===== config.mk =====
export PLATFORM = sky130hd
export DESIGN_NAME = nonogram_level_ctrl
export DESIGN_NICKNAME = d
export VERILOG_FILES = /design/src/rtl/nonogram_level_ctrl.sv
export SDC_FILE = /design/constraint.sdc
export NUM_CORES = 1
export LEC_CHECK = 0
export CAP_MARGIN = 30
export CORE_MARGIN = 3
export CORE_UTILIZATION = 35
export CTS_BUF_LIST = sky130_fd_sc_hd__clkbuf_16
export DETAILED_ROUTE_END_ITERATION = 8
export SETUP_SLACK_MARGIN = 0.15
export SLEW_MARGIN = 0
export SYNTH_ARGS = -nofsm -noshare
export SYNTH_HDL_FRONTEND = slang
export SYNTH_SLANG_ARGS = --single-unit

===== constraint.sdc =====
create_clock -name clk -period 5.8 [get_ports clk]
set_clock_uncertainty 0.05 [all_clocks]
set_input_delay 1.45 -clock clk [delete_from_list [all_inputs] [get_ports clk]]
set_output_delay 1.45 -clock clk [all_outputs]
set_load 0.02 [all_outputs]

===== src/rtl/nonogram_level_ctrl.sv =====
`default_nettype none
// ============================================================================
// Module   : nonogram_level_ctrl
// Purpose  : Level-progression controller for the nonogram game. A check
//            request snapshots the paint grid, then streams the current
//            level's answer rows out of an external synchronous ROM (one row
//            per cycle) and counts mismatching rows. A full match pulses
//            solved/clear_grid and advances the level; after the last level
//            the controller either wraps to level 0 or parks in DONE.
// Ports    : clk, rst         - clock (rising edge), async active-high reset
//            paint_i          - live paint grid, row r = paint_i[r*GRID_W +: GRID_W]
//            check_req_i      - level-sensitive check request, sampled in IDLE
//            ans_addr_o       - ROM address {current_level,row}
//            ans_data_i       - ROM data, valid one cycle after ans_addr_o
//            current_level_o  - active puzzle index
//            busy_o           - check in progress
//            solved_o/fail_o  - one-cycle result pulses
//            err_rows_o       - mismatching-row count of the last check
//            clear_grid_o     - one-cycle wipe request to the grid owner
//            game_done_o      - wrap pulse (WRAP=1) or sticky flag (WRAP=0)
// Revision : 1.0 - initial release
// ============================================================================
module nonogram_level_ctrl #(
  parameter int GRID_W     = 10,
  parameter int GRID_H     = 10,
  parameter int NUM_LEVELS = 3,
  parameter int WRAP       = 1,
  parameter int LVL_W      = (NUM_LEVELS > 1) ? $clog2(NUM_LEVELS) : 1,
  parameter int ROW_W      = (GRID_H > 1) ? $clog2(GRID_H) : 1
) (
  input  logic                     clk,
  input  logic                     rst,
  input  logic [GRID_W*GRID_H-1:0] paint_i,
  input  logic                     check_req_i,
  output logic [LVL_W+ROW_W-1:0]   ans_addr_o,
  input  logic [GRID_W-1:0]        ans_data_i,
  output logic [LVL_W-1:0]         current_level_o,
  output logic                     busy_o,
  output logic                     solved_o,
  output logic                     fail_o,
  output logic [ROW_W:0]           err_rows_o,
  output logic                     clear_grid_o,
  output logic                     game_done_o
);

  localparam logic [ROW_W-1:0] LAST_ROW = ROW_W'(GRID_H - 1);
  localparam logic [LVL_W-1:0] LAST_LVL = LVL_W'(NUM_LEVELS - 1);

  typedef enum logic [1:0] {
    ST_IDLE = 2'd0,
    ST_SCAN = 2'd1,
    ST_EVAL = 2'd2,
    ST_DONE = 2'd3
  } state_t;

  state_t                     state_q, state_d;
  logic [GRID_W*GRID_H-1:0]   snap_q, snap_d;
  logic [ROW_W-1:0]           row_q, row_d;
  logic                       cmp_vld_q, cmp_vld_d;
  logic [ROW_W-1:0]           cmp_row_q, cmp_row_d;
  logic [ROW_W:0]             err_acc_q, err_acc_d;
  logic [LVL_W-1:0]           level_q, level_d;
  logic [LVL_W+ROW_W-1:0]     addr_hold_q, addr_hold_d;
  logic                       busy_q, busy_d;
  logic                       solved_q, solved_d;
  logic                       fail_q, fail_d;
  logic                       clear_q, clear_d;
  logic                       done_q, done_d;
  logic [ROW_W:0]             err_rows_q, err_rows_d;

  logic [GRID_W-1:0]          snap_row [GRID_H];
  logic                       row_mismatch;
  logic [ROW_W:0]             err_sum;

  // Unpack the snapshot into rows so the compare stage can index by row.
  generate
    for (genvar r = 0; r < GRID_H; r++) begin : g_snap_rows
      assign snap_row[r] = snap_q[r*GRID_W +: GRID_W];
    end
  endgenerate

  // The ROM answers one cycle late, so the compare stage works on the row
  // addressed in the previous cycle (cmp_row_q), qualified by cmp_vld_q.
  assign row_mismatch = cmp_vld_q && (ans_data_i != snap_row[cmp_row_q]);
  assign err_sum      = err_acc_q + (ROW_W+1)'(row_mismatch);

  always_comb begin
    state_d     = state_q;
    snap_d      = snap_q;
    row_d       = row_q;
    err_acc_d   = err_acc_q;
    level_d     = level_q;
    addr_hold_d = addr_hold_q;
    busy_d      = busy_q;
    err_rows_d  = err_rows_q;
    solved_d    = 1'b0;
    fail_d      = 1'b0;
    clear_d     = 1'b0;
    // DONE keeps game_done asserted; elsewhere it is a pulse.
    done_d      = (state_q == ST_DONE);
    cmp_vld_d   = (state_q == ST_SCAN);
    cmp_row_d   = row_q;

    case (state_q)
      ST_IDLE: begin
        if (check_req_i) begin
          snap_d    = paint_i;
          row_d     = '0;
          err_acc_d = '0;
          busy_d    = 1'b1;
          state_d   = ST_SCAN;
        end
      end

      ST_SCAN: begin
        err_acc_d   = err_sum;
        addr_hold_d = {level_q, row_q};
        if (row_q == LAST_ROW) begin
          state_d = ST_EVAL;
        end else begin
          row_d = row_q + ROW_W'(1);
        end
      end

      ST_EVAL: begin
        // err_sum folds in the last row's compare, which lands here.
        err_rows_d = err_sum;
        busy_d     = 1'b0;
        state_d    = ST_IDLE;
        if (err_sum == '0) begin
          solved_d = 1'b1;
          clear_d  = 1'b1;
          if (level_q != LAST_LVL) begin
            level_d = level_q + LVL_W'(1);
          end else if (WRAP != 0) begin
            level_d = '0;
            done_d  = 1'b1;
          end else begin
            done_d  = 1'b1;
            state_d = ST_DONE;
          end
        end else begin
          fail_d = 1'b1;
        end
      end

      ST_DONE: begin
        // Absorbing: only rst leaves this state.
      end

      default: begin
        state_d = ST_IDLE;
      end
    endcase
  end

  always_ff @(posedge clk or posedge rst) begin
    if (rst) begin
      state_q     <= ST_IDLE;
      snap_q      <= '0;
      row_q       <= '0;
      cmp_vld_q   <= 1'b0;
      cmp_row_q   <= '0;
      err_acc_q   <= '0;
      level_q     <= '0;
      addr_hold_q <= '0;
      busy_q      <= 1'b0;
      solved_q    <= 1'b0;
      fail_q      <= 1'b0;
      clear_q     <= 1'b0;
      done_q      <= 1'b0;
      err_rows_q  <= '0;
    end else begin
      state_q     <= state_d;
      snap_q      <= snap_d;
      row_q       <= row_d;
      cmp_vld_q   <= cmp_vld_d;
      cmp_row_q   <= cmp_row_d;
      err_acc_q   <= err_acc_d;
      level_q     <= level_d;
      addr_hold_q <= addr_hold_d;
      busy_q      <= busy_d;
      solved_q    <= solved_d;
      fail_q      <= fail_d;
      clear_q     <= clear_d;
      done_q      <= done_d;
      err_rows_q  <= err_rows_d;
    end
  end

  // Live address while scanning so the ROM sees each row in its own cycle;
  // otherwise hold the last address that was driven.
  assign ans_addr_o      = (state_q == ST_SCAN) ? {level_q, row_q} : addr_hold_q;
  assign current_level_o = level_q;
  assign busy_o          = busy_q;
  assign solved_o        = solved_q;
  assign fail_o          = fail_q;
  assign err_rows_o      = err_rows_q;
  assign clear_grid_o    = clear_q;
  assign game_done_o     = done_q;

endmodule
`default_nettype wire

==> reports/qor.csv, run 1 <==
metric,value,unit
total_power,4580,uW
register_area,3330,um2
ctsResizeCount,0,
h-tree-depth,4,
place_inst,774,
via_count,4101,
rsz0062_at_grt,no,
antenna_found_initial,0,
wl_met3,541,um
die_w,139,um
finalCritPeriodShare,74.4,%
ios,131,
synth_edf_count,0,
hold_start,addr_hold_q[4],
startpoint,cmp_row_q[0],
met1_length,6.60,mm
drtPass1Iterations,6,
wl_per_cell,18.5,um
setup_viol_count_final,0,
peakVddDrop,0.000246,V
critPathKind,register to register,
regToRegStartpoint,cmp_row_q[0],
synth.cell_area,6180,um2
placementRows,47,
tightest_slew,0.894,ns
finalSetupTns,0,ns
cts_setup_buffers,0,
slew_viol_final,0,
antenna_cells,0,
max-cap-violations,0,
fin_cells,806,
portBuffers,130,
outcome,completed,
cp.arrival,4.60,ns
drc_errors,0,
fill_cells,1494,
async_reset_ff_share,100,%
cts_hold_buffers,0,
dr.max_layer_used,met4,
ys_seq_area_share,53.9,%
critPathRequiredTime,6.09,ns
end_kind,register,
cts_buffers,17,
multi_input_area,2670,um2
dp_slack,1.12,ns
maxClockFrequency,0.232,GHz
ctsLongestPathBuffers,2,
min_period,4.32,ns
grt-ovfl-total,0,
synth_cells,446,
yosys.cell_types.count,51,
grt_pass1_vias,4411,
syn_area_per_cell,13.9,um2
finalNetCount,694,
wl,14.9,mm
die_h,139,um
core-area,16900,um2
place_congestion,0.772,
utilization,48.9,%
grtUsageTotal,15.9,%
synth_seq_cells,133,
insertion_delay,0.41,ns
place_hpwl,10.9,mm
grt_max_degree,97,
area_growth,33.9,%
finalHoldViolations,0,
grt_pass1_wl,23.9,mm
synthFlopType,dfrtp_1,
met2_wirelength,7.45,mm
drt_iter0_drc,243,
fp.dieArea,19300,um2
ys_warn_count,0,
clock-root-buffer,clkbuf_16,
layout-drive-gt1-share,28.2,%
vias_per_cell,5.09,
cts_tree,built,
holdCritPathClass,register to register,
ant_nets,0,
worst_slack,1.48,ns
max_slew_margin,40.4,%
startpoint_type,register,
p_per_area,554,nW/um2
start_util,36.5,%
p_leak,0.00345,uW
cp_max_fo,26,
cts_sinks,133,
syn-num-nets,567,
clkTransAtPathRegs,0.06,ns
final cells by class:
class                   instances  share of cell area, %
flip-flops and latches        133                   40.2
multi-input cells             275                   32.3
repair buffers                135                   16.2
clock buffers                  17                   5.14
well taps                     220                   3.33
clock inverters                15                   2.27
inverters                      11                  0.560
cell usage after synthesis, types with 4 or more instances:
master / instances / share of area [%]
clkbuf_1: 18 / 1.1
ha_1: 8 / 1.6
a22o_1: 5 / 0.71
mux4_2: 15 / 5.5
nor4_1: 4 / 0.41
buf_6: 4 / 0.73
o21ai_1: 6 / 0.49
nor3_1: 10 / 0.81
mux2i_1: 27 / 4.4
inv_1: 10 / 0.61
a21oi_1: 7 / 0.57
nand3_1: 5 / 0.41
nand2_1: 12 / 0.73
o21ai_0: 12 / 0.97
dfrtp_1: 133 / 54
nor2_1: 9 / 0.55
mux2_2: 108 / 20
flip-flops by register name, summed over array words and instances (netlist names), 2 cells and up:
signal           count
current_level_o      2
err_rows_o           5
addr_hold_q          6
cmp_row_q            4
snap_q             100
err_acc_q            5
state_q              2
cmp_row_d            4
logic make-up (layout without fill, tap and decap cells):
group / count (synthesis) / after routing / synth area share, %
buffers and inverters: 38 / 178 / 3.00
AND/OR/NAND/NOR: 51 / 51 / 4.11
XOR/XNOR: 4 / 4 / 0.567
AO/OA/AOI/OAI: 59 / 59 / 6.75
adder cells (fa/ha/maj): 8 / 8 / 1.62
multiplexers: 153 / 153 / 30.1
flip-flops: 133 / 133 / 53.9
through the flow:
stage / area, um2 / hold slack (ns)
6_report: 8270 / 0.438
5_1_grt: 8270 / 0.460
4_1_cts: 8270 / 0.440
3_5_place_dp: 7660 / 0.427
3_3_place_gp: 7660 / 0.427
2_1_floorplan: 6180 / 0.379
worst max-delay path, cell delays in order, from the launching register on:
cell,delay [ns]
dfrtp_2,0.95
buf_4,0.37
mux2i_1,0.33
nor3_1,0.09
nor4_1,0.30
o2111ai_1,0.16
nor4_1,0.29
a31oi_1,0.16
ha_1,0.23
ha_1,0.24
nand3_1,0.12
xor2_1,0.21
and4_1,0.26
nand2_1,0.11
or2_1,0.26
o21ai_1,0.11
layer usage:
metal,track usage [%],vias up
li1,-,1911
met1,20.2,2083
met2,26.6,89
met3,3.17,18
met4,6.64,0
met5,0,-
where the power goes:
part | leakage (uW) | switching, uW | internal, uW | total [uW]
Clock | 0.000293 | 395 | 713 | 1110
Sequential | 0.00160 | 322 | 1380 | 1700
Combinational | 0.00156 | 780 | 991 | 1770
cell usage in the layout (no fill, tap or decap), drive strengths merged, types with 4 or more instances in the layout:
| cell type | netlist | final |
|---|---|---|
| a21oi | 7 | 7 |
| a22o | 5 | 5 |
| buf | 9 | 5 |
| bufinv | 0 | 4 |
| clkbuf | 18 | 17 |
| clkdlybuf4s50 | 0 | 130 |
| clkinv | 0 | 8 |
| dfrtp | 133 | 133 |
| ha | 8 | 8 |
| inv | 11 | 11 |
| mux2 | 111 | 111 |
| mux2i | 27 | 27 |
| mux4 | 15 | 15 |
| nand2 | 12 | 12 |
| nand3 | 5 | 5 |
| nor2 | 9 | 9 |
| nor3 | 10 | 10 |
| nor4 | 4 | 4 |
| o21ai | 18 | 18 |
path summary, 6_finish.rpt:
| check | end | slack (ns) | cells past startpoint |
|---|---|---|---|
| max | current_level_o[1] | 1.48 | 15 |
| max in group asynchronous | snap_q[97] | 3.12 | 3 |
| min | addr_hold_q[4] | 0.44 | 1 |
| min in group asynchronous | snap_q[27] | 1.55 | 2 |
| max reg2reg | current_level_o[1] | 1.48 | 15 |
| min reg2reg | addr_hold_q[4] | 0.44 | 1 |
No activity file was read; power rests on OpenSTA's default activity.
==> run 2, diff against run 1 <==
==> constraint.sdc (replaced) <==
create_clock -name clk -period 4.3 [get_ports clk]
set_clock_uncertainty 0.05 [all_clocks]
set_input_delay 1.075 -clock clk [delete_from_list [all_inputs] [get_ports clk]]
set_output_delay 1.075 -clock clk [all_outputs]
set_load 0.02 [all_outputs]
==> reports/qor.csv, run 2 (synthesized netlist as in run 1, its figures left out) <==
metric,value,unit
grt_pass1_wl,24.7,mm
cp.arrival,4.16,ns
ios,131,
hold_start,cmp_row_d[1],
worst_path_max_delay_cell,clkdlybuf4s50_1,
maxClockFrequency,0.258,GHz
tightest_slew,0.745,ns
h-tree-depth,4,
largest_reg_flops,100,
place_hpwl,11.1,mm
drc_errors,0,
reg_top3,"snap_q x100, addr_hold_q x6",
min_period,3.87,ns
total_power,6150,uW
path_cells,"clkdlybuf4s50_1, nor3_1, nor4_1, buf_4, o2111ai_1, nor4_1, a31oi_1, ha_1, ha_1, nand3_1, xor2_1, and4_1, nand2_1, or2_1, o21ai_1",
end_kind,register,
final_common_cell,dfrtp_1,
wl,15.1,mm
portBuffers,130,
grt_max_degree,75,
insertion_delay,0.41,ns
cp_slowest_stage_delay,0.51,ns
core-area,16900,um2
place_inst,781,
drt_iter0_drc,262,
ctsLongestPathBuffers,2,
regToRegStartpoint,cmp_row_q[0],
wl_per_cell,18.6,um
grt-ovfl-total,0,
clkTransAtPathRegs,0.06,ns
cp_max_fo,4,
cts_tree,built,
finalHoldViolations,0,
regMostFlops,snap_q,
outcome,completed,
layout-drive-gt1-share,29.1,%
fin_cells,812,
via_count,4138,
finalSetupTns,0,ns
vias_per_cell,5.10,
rsz0062_at_grt,no,
setup_viol_count_final,0,
cts_sinks,133,
grtUsageTotal,16.4,%
fp.dieArea,19300,um2
peakVddDrop,0.000361,V
place_congestion,0.807,
placementRows,47,
cts_setup_buffers,0,
area_growth,34.8,%
rr_worst_depth,16,
start_util,36.5,%
holdCritPathClass,register to register,
holdWs,0.433,ns
drtPass1Iterations,6,
antenna_found_initial,1,
critPathRequiredTime,4.59,ns
critPathKind,input port to register,
final_cell_mix,"dfrtp_1, clkdlybuf4s50_1, mux2_2",
max-cap-violations,0,
max_slew_margin,50.4,%
hold_depth,0,
min_to,cmp_row_q[1],
p_per_area,738,nW/um2
r2r_slack,0.49,ns
slew_viol_final,0,
antenna_cells,0,
p_leak,0.00347,uW
die_w,139,um
finalNetCount,701,
cts_buffers,17,
finalCritPeriodShare,90.0,%
reg2reg_to,game_done_o,
die_h,139,um
startpoint_type,input port,
clock-root-buffer,clkbuf_16,
ant_nets,0,
grt_pass1_vias,4533,
-- run 2: cell types whose count changed in the layout (fill, tap and decap cells not counted), sizes merged --
cell      delta
buf          +7
bufinv       -2
clkinv       -1
clkinvlp     +1
inv          +1
-- run 2: critical path, delay by kind of cell --
| family | cells | cell delay (ns) |
|---|---|---|
| adders and majority gates | 2 | 0.47 |
| xor gates and xnor gates | 1 | 0.19 |
| buffers and inverters | 2 | 0.68 |
| and+or+nand+nor | 7 | 1.38 |
| AOI/OAI and AO/OA | 3 | 0.37 |
-- run 2: layer usage --
| layer | wire length, um | share of wire (%) | track usage (%) |
|---|---|---|---|
| met1 | 6500 | 43 | 20.7 |
| met2 | 7790 | 52 | 27.7 |
| met3 | 466 | 3.1 | 3.03 |
| met4 | 336 | 2.2 | 6.85 |
| met5 | 13 | 0.086 | 0 |
-- run 2: worst max path at each step --
| stage | slack, ns | cells past startpoint | from | to |
|---|---|---|---|---|
| 2_1_floorplan | 0.97 | 13 | ans_data_i[8] | current_level_o[0] |
| 4_1_cts | 0.33 | 15 | cmp_row_q[1] | current_level_o[0] |
| 3_5_place_dp | -0.009 | 15 | ans_data_i[1] | current_level_o[0] |
| 5_1_grt | 0.15 | 15 | ans_data_i[1] | current_level_o[0] |
| 3_3_place_gp | 0.05 | 15 | ans_data_i[9] | current_level_o[1] |
| 6_report | 0.43 | 15 | ans_data_i[9] | current_level_o[0] |
-- run 2: stage by stage --
step / utilization [%] / area, um2 / setup WS, ns
final: 49.2 / 8330 / 0.431
after floorplan: - / 6180 / 0.969
after detailed placement: 45.8 / 7760 / -0.00914
after global routing: 49.2 / 8330 / 0.154
after global placement: 45.8 / 7760 / 0.0520
after CTS: 49.2 / 8320 / 0.329
-- run 2: power by group --
part           total (uW)  switching [uW]  leakage (uW)  internal, uW
Sequential           2210             345       0.00160          1860
Combinational        2560            1170       0.00161          1390
Clock                1380             540      0.000270           844
Total                6150            2050       0.00347          4100
-- run 2: layout make-up --
cell class | instances | area, um2
clock buffers | 17 | 425
flip-flops and latches | 133 | 3330
repair buffers | 142 | 1440
multi-input cells | 275 | 2670
well taps | 220 | 275
inverters | 11 | 45.0
fillers | 1463 | 8610
clock inverters | 14 | 136
-- run 2: what timing repair did --
| item | 4_1_cts | 5_1_grt |
|---|---|---|
| gates resized for setup | 0 | 1 |
| setup endpoints to repair | 0 | 3 |
| hold buffers | 0 | 0 |
